### config.mk
export PLATFORM = sky130hd
export DESIGN_NAME = text_buffer_ctrl_flat
export DESIGN_NICKNAME = d
export VERILOG_FILES = /design/src/rtl/text_pkg.sv /design/src/rtl/text_buffer_ctrl_if.sv /design/src/rtl/text_wfifo.sv /design/src/rtl/text_buffer_ctrl.sv /design/src/flat_wrapper.sv
export SDC_FILE = /design/constraint.sdc
export NUM_CORES = 1
export LEC_CHECK = 0
export CELL_PAD_IN_SITES_DETAIL_PLACEMENT = 1
export CELL_PAD_IN_SITES_GLOBAL_PLACEMENT = 1
export CORE_UTILIZATION = 45
export DETAILED_ROUTE_END_ITERATION = 10
export PLACE_DENSITY = 0.81
export SLEW_MARGIN = 20
export SYNTH_ARGS = -nofsm -noshare
export SYNTH_HDL_FRONTEND = slang
export SYNTH_HIERARCHICAL = 1
export SYNTH_SLANG_ARGS = --single-unit
export TNS_END_PERCENT = 10
### constraint.sdc
create_clock -name clk -period 3.6 [get_ports clk]
set_input_delay 0.72 -clock clk [delete_from_list [all_inputs] [get_ports clk]]
set_output_delay 0.72 -clock clk [all_outputs]
set_load 0.005 [all_outputs]
### src/rtl/text_pkg.sv
// Shared definitions for the character-cell buffer controller.
// Holds the text-area geometry, the cell word layout, the clear glyph,
// the write-FIFO entry layout and the clear-sequencer state encoding.
package text_pkg;

    localparam int unsigned CELL_W     = 14;
    localparam int unsigned COLS       = 80;
    localparam int unsigned ROWS       = 60;
    localparam int unsigned CX_W       = 7;
    localparam int unsigned CY_W       = 6;
    localparam int unsigned ADDR_W     = CY_W + CX_W;
    localparam int unsigned COLOUR_W   = 6;
    localparam int unsigned ASCII_W    = 7;
    localparam int unsigned FIFO_DEPTH = 4;
    localparam int unsigned FIFO_PTR_W = $clog2(FIFO_DEPTH);
    localparam int unsigned FIFO_CNT_W = FIFO_PTR_W + 1;

    // Cell word field positions: {chl, colour[5:0], ascii[6:0]}
    localparam int unsigned CELL_HL_BIT  = 13;
    localparam int unsigned CELL_COL_MSB = 12;
    localparam int unsigned CELL_COL_LSB = 7;
    localparam int unsigned CELL_ASC_MSB = 6;
    localparam int unsigned CELL_ASC_LSB = 0;

    localparam logic [ASCII_W-1:0] CLR_GLYPH = 7'h20;

    typedef enum logic [1:0] {
        IDLE  = 2'd0,
        DRAIN = 2'd1,
        CLEAR = 2'd2
    } state_e;

    typedef struct packed {
        logic [CY_W-1:0]   cy;
        logic [CX_W-1:0]   cx;
        logic [CELL_W-1:0] data;
    } wr_entry_t;

    localparam int unsigned WR_ENTRY_W = $bits(wr_entry_t);

    // Cell word written by the clear sequencer
    function automatic logic [CELL_W-1:0] clr_cell(input logic [COLOUR_W-1:0] colour);
        return {1'b0, colour, CLR_GLYPH};
    endfunction

endpackage

### src/rtl/text_buffer_ctrl_if.sv
// Posted cell-write channel from the terminal/CPU writer.
//   wr_valid  writer request        wr_ready  writer may push this cycle
//   wr_cx     cell column           wr_cy     cell row
//   wr_data   cell word {chl, colour, ascii}
interface text_buffer_ctrl_if;
    import text_pkg::*;

    logic              wr_valid;
    logic              wr_ready;
    logic [CX_W-1:0]   wr_cx;
    logic [CY_W-1:0]   wr_cy;
    logic [CELL_W-1:0] wr_data;

    modport master (output wr_valid, wr_cx, wr_cy, wr_data, input wr_ready);
    modport slave  (input wr_valid, wr_cx, wr_cy, wr_data, output wr_ready);
endinterface

### src/rtl/text_wfifo.sv
// Small synchronous write-request FIFO (FIFO_DEPTH entries of wr_entry_t).
//   push/wdata  enqueue        pop      dequeue head
//   rdata_c     head entry     full_c / empty_c  occupancy flags
//   count       registered occupancy
module text_wfifo
    import text_pkg::*;
(
    input  logic                  clk,
    input  logic                  resetn,
    input  logic                  push,
    input  logic                  pop,
    input  logic [WR_ENTRY_W-1:0] wdata,
    output logic [WR_ENTRY_W-1:0] rdata_c,
    output logic                  full_c,
    output logic                  empty_c,
    output logic [FIFO_CNT_W-1:0] count
);

    logic [WR_ENTRY_W-1:0] store [FIFO_DEPTH];
    logic [FIFO_PTR_W-1:0] wptr_q;
    logic [FIFO_PTR_W-1:0] rptr_q;
    logic                  do_push_c;
    logic                  do_pop_c;

    assign full_c    = (count == FIFO_CNT_W'(FIFO_DEPTH));
    assign empty_c   = (count == '0);
    assign do_push_c = push && !full_c;
    assign do_pop_c  = pop && !empty_c;
    assign rdata_c   = store[rptr_q];

    // Pointers and occupancy
    always_ff @(posedge clk or negedge resetn) begin
        if (!resetn) begin
            wptr_q <= '0;
            rptr_q <= '0;
            count  <= '0;
        end else begin
            if (do_push_c) wptr_q <= wptr_q + FIFO_PTR_W'(1);
            if (do_pop_c)  rptr_q <= rptr_q + FIFO_PTR_W'(1);
            count <= count + FIFO_CNT_W'(do_push_c) - FIFO_CNT_W'(do_pop_c);
        end
    end

    // Storage needs no reset: occupancy gates every read
    always_ff @(posedge clk) begin
        if (do_push_c) store[wptr_q] <= wdata;
    end

endmodule

### src/rtl/text_buffer_ctrl.sv
// Arbiter for the single-port character-cell RAM.
// Even cycles (phase 0) carry the renderer's read; odd cycles (phase 1)
// retire one buffered write or one clear-screen write.
//   clk, resetn            clock, async active-low reset
//   rd_cx, rd_cy           renderer cell address
//   cascii/ccolour/chl     cell fields of the last render read
//   wr                     posted write channel (slave)
//   clr_req, clr_colour    clear-screen request and fill colour
//   busy                   clear pending or in progress
//   mem_addr/we/wdata      RAM port, mem_rdata 1-cycle read data
module text_buffer_ctrl
    import text_pkg::*;
(
    input  logic                clk,
    input  logic                resetn,
    input  logic [CX_W-1:0]     rd_cx,
    input  logic [CY_W-1:0]     rd_cy,
    output logic [ASCII_W-1:0]  cascii,
    output logic [COLOUR_W-1:0] ccolour,
    output logic                chl,
    text_buffer_ctrl_if.slave   wr,
    input  logic                clr_req,
    input  logic [COLOUR_W-1:0] clr_colour,
    output logic                busy,
    output logic [ADDR_W-1:0]   mem_addr,
    output logic                mem_we,
    output logic [CELL_W-1:0]   mem_wdata,
    input  logic [CELL_W-1:0]   mem_rdata
);

    state_e                state_q;
    state_e                state_nxt;
    logic                  phase_q;
    logic [CX_W-1:0]       clr_cx_q;
    logic [CY_W-1:0]       clr_cy_q;
    logic [COLOUR_W-1:0]   clr_colour_q;
    logic                  wr_ready_q;

    logic [WR_ENTRY_W-1:0] fifo_rdata_c;
    logic                  fifo_full_c;
    logic                  fifo_empty_c;
    logic [FIFO_CNT_W-1:0] fifo_cnt;
    logic [FIFO_CNT_W-1:0] cnt_nxt;
    wr_entry_t             head;
    wr_entry_t             in_entry;

    logic slot_nxt_c, in_range_c, accept_c, bypass_c, push_c, pop_c;
    logic clr_wr_c, clr_last_c;

    assign wr.wr_ready = wr_ready_q;
    assign head        = wr_entry_t'(fifo_rdata_c);
    assign in_entry    = wr_entry_t'({wr.wr_cy, wr.wr_cx, wr.wr_data});

    text_wfifo u_wfifo (
        .clk     (clk),
        .resetn  (resetn),
        .push    (push_c),
        .pop     (pop_c),
        .wdata   (in_entry),
        .rdata_c (fifo_rdata_c),
        .full_c  (fifo_full_c),
        .empty_c (fifo_empty_c),
        .count   (fifo_cnt)
    );

    // Slot decisions and clear-sequencer next state
    always_comb begin
        // Registers loaded at this edge drive the RAM during a write slot
        slot_nxt_c = !phase_q;
        in_range_c = (wr.wr_cx < CX_W'(COLS)) && (wr.wr_cy < CY_W'(ROWS));
        accept_c   = wr.wr_valid && wr_ready_q;
        pop_c      = slot_nxt_c && !fifo_empty_c && (state_q != CLEAR);
        // An empty FIFO lets a fresh write go straight into the coming write slot
        bypass_c   = slot_nxt_c && fifo_empty_c && accept_c && in_range_c;
        push_c     = accept_c && in_range_c && !bypass_c && !fifo_full_c;
        clr_wr_c   = slot_nxt_c && (state_q == CLEAR);
        clr_last_c = clr_wr_c && (clr_cx_q == CX_W'(COLS - 1)) && (clr_cy_q == CY_W'(ROWS - 1));
        cnt_nxt    = fifo_cnt + FIFO_CNT_W'(push_c) - FIFO_CNT_W'(pop_c);

        state_nxt = state_q;
        case (state_q)
            IDLE:    if (clr_req)      state_nxt = DRAIN;
            DRAIN:   if (fifo_empty_c) state_nxt = CLEAR;
            CLEAR:   if (clr_last_c)   state_nxt = IDLE;
            default:                   state_nxt = IDLE;
        endcase
    end

    // Phase, FSM, clear cursor, RAM port and render outputs
    always_ff @(posedge clk or negedge resetn) begin
        if (!resetn) begin
            phase_q      <= 1'b0;
            state_q      <= IDLE;
            clr_cx_q     <= '0;
            clr_cy_q     <= '0;
            clr_colour_q <= '0;
            wr_ready_q   <= 1'b1;
            busy         <= 1'b0;
            mem_addr     <= '0;
            mem_we       <= 1'b0;
            mem_wdata    <= '0;
            cascii       <= '0;
            ccolour      <= '0;
            chl          <= 1'b0;
        end else begin
            phase_q    <= ~phase_q;
            state_q    <= state_nxt;
            busy       <= (state_nxt != IDLE);
            wr_ready_q <= (cnt_nxt != FIFO_CNT_W'(FIFO_DEPTH)) && (state_nxt == IDLE);

            if ((state_q == IDLE) && clr_req) clr_colour_q <= clr_colour;

            if (state_q == DRAIN) begin
                clr_cx_q <= '0;
                clr_cy_q <= '0;
            end else if (clr_wr_c) begin
                if (clr_cx_q == CX_W'(COLS - 1)) begin
                    clr_cx_q <= '0;
                    clr_cy_q <= clr_cy_q + CY_W'(1);
                end else begin
                    clr_cx_q <= clr_cx_q + CX_W'(1);
                end
            end

            if (phase_q) begin
                // Entering the render slot; read data of the previous render slot is valid now
                mem_we   <= 1'b0;
                mem_addr <= {rd_cy, rd_cx};
                chl      <= mem_rdata[CELL_HL_BIT];
                ccolour  <= mem_rdata[CELL_COL_MSB:CELL_COL_LSB];
                cascii   <= mem_rdata[CELL_ASC_MSB:CELL_ASC_LSB];
            end else if (pop_c) begin
                mem_we    <= 1'b1;
                mem_addr  <= {head.cy, head.cx};
                mem_wdata <= head.data;
            end else if (bypass_c) begin
                mem_we    <= 1'b1;
                mem_addr  <= {in_entry.cy, in_entry.cx};
                mem_wdata <= in_entry.data;
            end else if (clr_wr_c) begin
                mem_we    <= 1'b1;
                mem_addr  <= {clr_cy_q, clr_cx_q};
                mem_wdata <= clr_cell(clr_colour_q);
            end else begin
                // Idle write slot: address holds
                mem_we <= 1'b0;
            end
        end
    end

endmodule

### src/flat_wrapper.sv
// flat-port wrapper written by rule: the top's interface ports become plain ports
module text_buffer_ctrl_flat import text_pkg::*;
  (clk, resetn, rd_cx, rd_cy, cascii, ccolour, chl, clr_req, clr_colour, busy, mem_addr, mem_we, mem_wdata, mem_rdata, wr_wr_valid, wr_wr_cx, wr_wr_cy, wr_wr_data, wr_wr_ready);
  text_buffer_ctrl_if wr_i ();
  input  logic clk;
  input  logic resetn;
  input  logic [CX_W-1:0] rd_cx;
  input  logic [CY_W-1:0] rd_cy;
  output logic [ASCII_W-1:0] cascii;
  output logic [COLOUR_W-1:0] ccolour;
  output logic chl;
  input  logic clr_req;
  input  logic [COLOUR_W-1:0] clr_colour;
  output logic busy;
  output logic [ADDR_W-1:0] mem_addr;
  output logic mem_we;
  output logic [CELL_W-1:0] mem_wdata;
  input  logic [CELL_W-1:0] mem_rdata;
  input wire logic [$bits(wr_i.wr_valid)-1:0] wr_wr_valid;
  input wire logic [$bits(wr_i.wr_cx)-1:0] wr_wr_cx;
  input wire logic [$bits(wr_i.wr_cy)-1:0] wr_wr_cy;
  input wire logic [$bits(wr_i.wr_data)-1:0] wr_wr_data;
  output wire logic [$bits(wr_i.wr_ready)-1:0] wr_wr_ready;
  assign wr_i.wr_valid = wr_wr_valid;
  assign wr_i.wr_cx = wr_wr_cx;
  assign wr_i.wr_cy = wr_wr_cy;
  assign wr_i.wr_data = wr_wr_data;
  assign wr_wr_ready = wr_i.wr_ready;
  text_buffer_ctrl u_core (.clk(clk), .resetn(resetn), .rd_cx(rd_cx), .rd_cy(rd_cy), .cascii(cascii), .ccolour(ccolour), .chl(chl), .wr(wr_i), .clr_req(clr_req), .clr_colour(clr_colour), .busy(busy), .mem_addr(mem_addr), .mem_we(mem_we), .mem_wdata(mem_wdata), .mem_rdata(mem_rdata));
endmodule
==> results_dict.tcl, run 1 <==
set metrics [dict create \
    worst-path-buf-inv 2 \
    vdd_ir_drop_max_mv 0.4085 \
    holdWs_ns 0.1919 \
    slew_headroom_pct 39.48 \
    core.rowCount 47 \
    cpMaxStageDelayCell "clkdlybuf4s50_1" \
    period_minus_slack_ns 3.221 \
    antenna_left 0 \
    drt-wirelength-per-cell_um 23.25 \
    grt_pass1_vias 5630 \
    setup_tns_ns 0 \
    grt_usage_pct 24.24 \
    die_area_sq_mm 0.01773 \
    crit_chain "clkdlybuf4s50_1 -> nand4_1 -> nand3_1 -> or3_1 -> ha_1 -> inv_1 -> ha_1 -> fa_1 -> xnor2_1 -> xnor2_1 -> o32ai_1 -> nor2_1" \
    yosysWarningCount 6 \
    max_stage_delay_ns 0.52 \
    fillCellCount 1640 \
    path_class "input port to register" \
    syn-instance-count 509 \
    drive_gt1_share_pct 18.42 \
    crit_family "adder cells" \
    crit_fanout 6 \
    setup_viol 0 \
    syn_area_sq_mm 0.007740 \
    clkTransAtPathRegs_ns 0.06 \
    area_delta_synth_final_pct 25.74 \
    synth_nets 585 \
    hold_path_class "input port to asynchronous set/reset pin" \
    final_util_pct 58.27 \
    synth_seq_area_share_pct 65.52 \
    vias 5029 \
    totalWireLength_mm 20.13 \
    clkLatencyLatePin_ns 0.43 \
    via_per_inst 5.807 \
    power_leakage_nw 3.536 \
    clockBufferDepth 2 \
    dp_cells 833 \
    tritoncts "done" \
    root_buffer "clkbuf_16" \
    ys_types 60 \
    grt_pass1_wl_mm 32.09 \
    post-cts-setup-buffers 0 \
    fin_crit_sh_pct 89.47 \
    crit_path_start_kind "input port" \
    htreeDepth 4 \
    final_common_cell "edfxtp_1" \
    crit_path_end_kind "register" \
    arrival_ns 3.57 \
    avgSynthCellArea_sq_um 15.21 \
    place_congestion 0.7739 \
    outcome "finished, final reports clean" \
    async_reset_ff_share_pct 40.33 \
    num_antenna_cells 0 \
    clock_sinks 181 \
    core_area_sq_mm 0.01670 \
    cp.required_ns 3.95 \
    instances_no_fill 866 \
    layout_common_cells "108 x edfxtp_1, 106 x clkdlybuf4s50_1, 71 x dfrtp_1, 35 x nand2_1, 33 x o21ai_0" \
    grt.overflow.total 0 \
    ios 108 \
    layout.nets 709 \
    port_buffers 107 \
    drv_cap 0 \
    rsz0062_at_grt "no" \
    first_pass_iters 4 \
    grt_max_degree 74 \
    initial_core_util_pct 46.34 \
    synthFlopType "edfxtp_1" \
    synth-edff-count 108 \
    holdBufCountCts 0 \
    dp_hpwl_mm 13.81 \
    timing.fmax_ghz 0.3105 \
    route.detailed.drc 0 \
    cts_resized 0 \
    fp.dieW_um 133.2 \
    antenna_found_initial 0 \
    p_per_area_mw_per_mm2 651.5 \
    cts-buffers-inserted 17 \
    finalClockSkew_ns 0.007030 \
    finalMaxSlewViolations 0 \
    die_y_um 133.2 \
    synth-seq-cells 181 \
    hold_violations 0 \
    max_slew.worst_pin.slew_ns 0.9023 \
    drt_iter0_drc 337 \
]
==> cell type report <==
cell class	count	area, sq um	share of cell area [%]
clock inverter	13	156.4	1.607
timing repair buffer	134	1291	13.27
inverter	18	67.56	0.6943
clock buffer	19	432.9	4.448
sequential	181	5072	52.12
multi-input combinational	281	2436	25.03
tap	220	275.3	2.828
==> registers in the layout, summed over array words and instances (netlist names), 2 cells and up <==
register               flops
u_core/u_wfifo/store     108
u_core/mem_wdata          14
u_core/mem_addr           13
u_core/cascii              7
u_core/clr_cx_q            7
u_core/ccolour             6
u_core/clr_colour_q        6
u_core/clr_cy_q            6
u_core/u_wfifo/count       3
u_core/state_q             2
u_core/u_wfifo/rptr_q      2
u_core/u_wfifo/wptr_q      2
==> cells in the mapped netlist (all sizes together) (12+ instances only) <==
library cell,count,share of area (%)
inv,17,0.82
dfrtp,72,23
buf,19,1.6
o22ai,14,1.1
a41oi,14,1.6
nor2,12,0.58
mux2,21,3.1
mux4,27,7.9
o21ai,34,2.2
nand3,18,1.2
edfxtp,108,42
nand2,35,1.7
==> per-layer routing <==
layer | GRT usage [%] | wire [um] | share of wire (%) | up-vias
li1 | - | - | - | 2225
met1 | 30.21 | 8309 | 41 | 2634
met2 | 42.99 | 10660 | 53 | 142
met3 | 3.425 | 754 | 3.7 | 28
met4 | 9.154 | 407 | 2.0 | 0
met5 | 0 | 0 | 0 | -
==> path summary, 6_finish.rpt <==
kind                                                    from                               to  slack [ns]  cells after the start
max                                              wr_wr_cy[2]     u_core/wr.wr_ready$_DFF_PN1_        0.38                     12
min                                                   resetn   u_core/clr_cy_q[1]$_DFFE_PN0P_        0.19                      1
min reg2reg                  u_core/mem_wdata[2]$_DFFE_PN0P_  u_core/mem_wdata[2]$_DFFE_PN0P_        0.51                      2
min in group clk             u_core/mem_wdata[2]$_DFFE_PN0P_  u_core/mem_wdata[2]$_DFFE_PN0P_        0.51                      2
max in group asynchronous                             resetn     u_core/wr.wr_ready$_DFF_PN1_        2.79                      2
max reg2reg                u_core/u_wfifo/count[1]$_DFF_PN0_     u_core/wr.wr_ready$_DFF_PN1_        0.56                     12
==> cell families (layout without fill, tap and decap cells) <==
| kind of cell | count (synthesis) | count (layout) | share of synthesized area (%) |
|---|---|---|---|
| flip-flops | 181 | 181 | 65.52 |
| AND/OR/NAND/NOR | 103 | 103 | 7.275 |
| AO/OA/AOI/OAI | 102 | 102 | 9.231 |
| multiplexers | 55 | 55 | 11.82 |
| buffers and inverters | 47 | 184 | 3.007 |
| adder cells (fa/ha/maj) | 12 | 12 | 2.134 |
| XOR/XNOR | 9 | 9 | 1.018 |
==> where the power goes <==
part	leakage [nW]	switching [mW]	internal, mW	total (mW)
clock	0.269	0.772	1.09	1.86
combinational	1.42	0.704	0.925	1.63
sequential	1.85	0.328	2.52	2.85
==> stage by stage <==
step           area [sq um]  setup WS, ns  total power [mW]
6_report               9732        0.3791             6.340
5_1_grt                9732        0.2087             6.623
2_1_floorplan          7740        0.6647             3.719
3_3_place_gp           9115        0.1479             4.404
3_5_place_dp           9115       0.01957             4.508
4_1_cts                9704        0.3679             6.390
(Power assumes the default switching activity.)
==> inputs of run 2 (changes only) <==
--- a/config.mk
+++ b/config.mk
@@ -7,9 +7,9 @@
 export LEC_CHECK = 0
 export CELL_PAD_IN_SITES_DETAIL_PLACEMENT = 1
 export CELL_PAD_IN_SITES_GLOBAL_PLACEMENT = 1
-export CORE_UTILIZATION = 45
+export CORE_UTILIZATION = 35
 export DETAILED_ROUTE_END_ITERATION = 10
-export PLACE_DENSITY = 0.81
+export PLACE_DENSITY = 0.66
 export SLEW_MARGIN = 20
 export SYNTH_ARGS = -nofsm -noshare
 export SYNTH_HDL_FRONTEND = slang
==> run 2 against run 1 <==
Against the previous run: wire length shrank 0.53%; sequential share of layout area shrank 0.40 points; clock skew grew 0.0060 ns; final cell count grew 7.4%; cell area grew 0.77%; worst hold slack gained 0.093 ns; utilization shrank 13 points; critical path depth is the same; die area grew 28%; clock power shrank 4%; sequential power is essentially flat; highest routed layer unchanged.
==> results_dict.tcl, run 2 (same netlist as run 1, synthesis figures left out) <==
set metrics [dict create \
    outcome "finished, final reports clean" \
    timing.fmax_ghz 0.3208 \
    crit_path_end_kind "register" \
    antenna_left 0 \
    post-cts-setup-buffers 0 \
    holdBufCountCts 0 \
    vdd_ir_drop_max_mv 0.3642 \
    top_register "u_core/u_wfifo/store" \
    power_leakage_nw 3.552 \
    port_buffers 107 \
    largest_reg_flops 108 \
    hold_violations 0 \
    num_antenna_cells 0 \
    p_int_mw 4.360 \
    swShare_pct 30.03 \
    dp_hpwl_mm 13.73 \
    core.rowCount 54 \
    vias 4912 \
    pwr-share-seq_pct 45.7 \
    grt_max_degree 41 \
    hold_path_class "input port to asynchronous set/reset pin" \
    placed_area_sq_mm 0.009240 \
    rsz0062_at_grt "no" \
    die_y_um 150.7 \
    place_congestion 0.7772 \
    max_slew.worst_pin.slew_ns 0.8352 \
    fin_crit_sh_pct 86.58 \
    grt.overflow.total 0 \
    period_minus_slack_ns 3.117 \
    grt_pass1_wl_mm 31.56 \
    clkLatencyLatePin_ns 0.44 \
    arrival_ns 3.47 \
    grt_pass1_vias 5531 \
    area_delta_synth_final_pct 26.71 \
    setup_viol 0 \
    fillCellCount 2195 \
    die_area_sq_mm 0.02271 \
    fp.dieW_um 150.7 \
    finalClockSkew_ns 0.01306 \
    crit_chain "clkdlybuf4s50_1 -> and2_0 -> nand3_1 -> or3_1 -> ha_1 -> inv_1 -> ha_1 -> fa_1 -> xnor2_1 -> xnor2_1 -> o32ai_1 -> nor2_1" \
    root_buffer "clkbuf_16" \
    route.detailed.drc 0 \
    holdWs_ns 0.2850 \
    layout.nets 713 \
    layout_common_cells "108 x edfxtp_1, 106 x clkdlybuf4s50_1, 71 x dfrtp_1, 35 x nand2_1, 33 x o21ai_0" \
    slew_headroom_pct 44.11 \
    largestRegisters "u_core/u_wfifo/store: 108 flops, u_core/mem_wdata: 14 flops, u_core/mem_addr: 13 flops" \
    cts-buffers-inserted 17 \
    finalMaxSlewViolations 0 \
    clock_power_share_pct 28.5 \
    htreeDepth 4 \
    cts_resized 0 \
    totalWireLength_mm 20.03 \
    ios 108 \
    clock_sinks 181 \
    crit_fanout 2 \
    antenna_found_initial 0 \
    stdcell_area_sq_mm 0.009807 \
    clkTransAtPathRegs_ns 0.07 \
    path_class "input port to register" \
    cpMaxStageDelayCell "clkdlybuf4s50_1" \
    dp_cells 898 \
    core_area_sq_mm 0.02176 \
    crit_path_start_kind "input port" \
    final_common_cell "edfxtp_1" \
    drt-wirelength-per-cell_um 21.53 \
    drive_gt1_share_pct 19.54 \
    drv_cap 0 \
    cp.required_ns 3.95 \
    switchingPower_mw 1.872 \
    drt_iter0_drc 181 \
    grt_usage_pct 19.00 \
    instances_no_fill 930 \
    via_per_inst 5.282 \
    initial_core_util_pct 35.58 \
    max_stage_delay_ns 0.47 \
    p_per_area_mw_per_mm2 635.4 \
    first_pass_iters 4 \
    tritoncts "done" \
    total_power_mw 6.232 \
    clockBufferDepth 2 \
    combPwrFrac_pct 25.8 \
]
## run 2: layout make-up
type / instances / area, sq um / share of cell area, %
Timing Repair Buffer: 138 / 1314 / 13.40
Tap cell: 280 / 350.3 / 3.572
Sequential cell: 181 / 5072 / 51.72
Clock buffer: 18 / 429.2 / 4.376
Clock inverter: 14 / 137.6 / 1.403
Inverter: 18 / 67.56 / 0.6890
Multi-Input combinational cell: 281 / 2436 / 24.84
## run 2: layer usage
metal  track usage [%]  part of all wire, %  up-vias
met2             32.88                   52      110
met1             23.90                   43     2553
li1                  -                    -     2231
met3             4.000                  4.1       18
met4             5.550                  1.0        0
met5                 0                    0        -
## run 2: worst paths after layout
kind	from	endpoint	slack (ns)	cells after the start
worst max-delay path	wr_wr_valid	u_core/wr.wr_ready$_DFF_PN1_	0.48	12
worst min-delay path	resetn	u_core/state_q[1]$_DFF_PN0_	0.28	1
worst max register to register	u_core/u_wfifo/count[1]$_DFF_PN0_	u_core/wr.wr_ready$_DFF_PN1_	0.57	12
worst min register to register	u_core/cascii[0]$_DFFE_PN0P_	u_core/cascii[0]$_DFFE_PN0P_	0.51	1
max in group asynchronous	resetn	u_core/clr_cx_q[1]$_DFFE_PN0P_	2.62	2
min in group clk	u_core/cascii[0]$_DFFE_PN0P_	u_core/cascii[0]$_DFFE_PN0P_	0.51	1
## run 2: through the flow
step           util, %  setup WS, ns   TNS, ns
2_1_floorplan        -        0.6647         0
3_3_place_gp     42.47        0.1406         0
3_5_place_dp     42.47      -0.02654  -0.02654
4_1_cts          45.08        0.4329         0
5_1_grt          45.08        0.2622         0
6_report         45.08        0.4832         0
## run 2: critical path, delay by kind of cell
family,cells,cell delay (ns)
adder cells (fa/ha/maj),3,0.85
AND/OR/NAND/NOR,4,0.81
buffers and inverters,2,0.51
XOR/XNOR,2,0.31
AO/OA/AOI/OAI,1,0.26
## run 2: power groups by stage
| stage | registers, mW | clock network, mW | logic [mW] |
|---|---|---|---|
| after detailed placement | 2.89 | 0 | 1.62 |
| final | 2.85 | 1.78 | 1.61 |
| after CTS | 2.85 | 1.82 | 1.64 |
| after global routing | 2.90 | 1.89 | 1.76 |
| after global placement | 2.87 | 0 | 1.57 |
| after floorplan | 2.73 | 0 | 0.992 |
==> inputs of run 3 (changes only) <==
--- a/config.mk
+++ b/config.mk
@@ -7,9 +7,9 @@
 export LEC_CHECK = 0
 export CELL_PAD_IN_SITES_DETAIL_PLACEMENT = 1
 export CELL_PAD_IN_SITES_GLOBAL_PLACEMENT = 1
-export CORE_UTILIZATION = 35
+export CORE_UTILIZATION = 45
 export DETAILED_ROUTE_END_ITERATION = 10
-export PLACE_DENSITY = 0.66
+export PLACE_DENSITY = 0.81
 export SLEW_MARGIN = 20
 export SYNTH_ARGS = -nofsm -noshare
 export SYNTH_HDL_FRONTEND = slang
==> results of run 3 <==
Same layout as run 1: the final DEF is identical, and so are final timing and power.
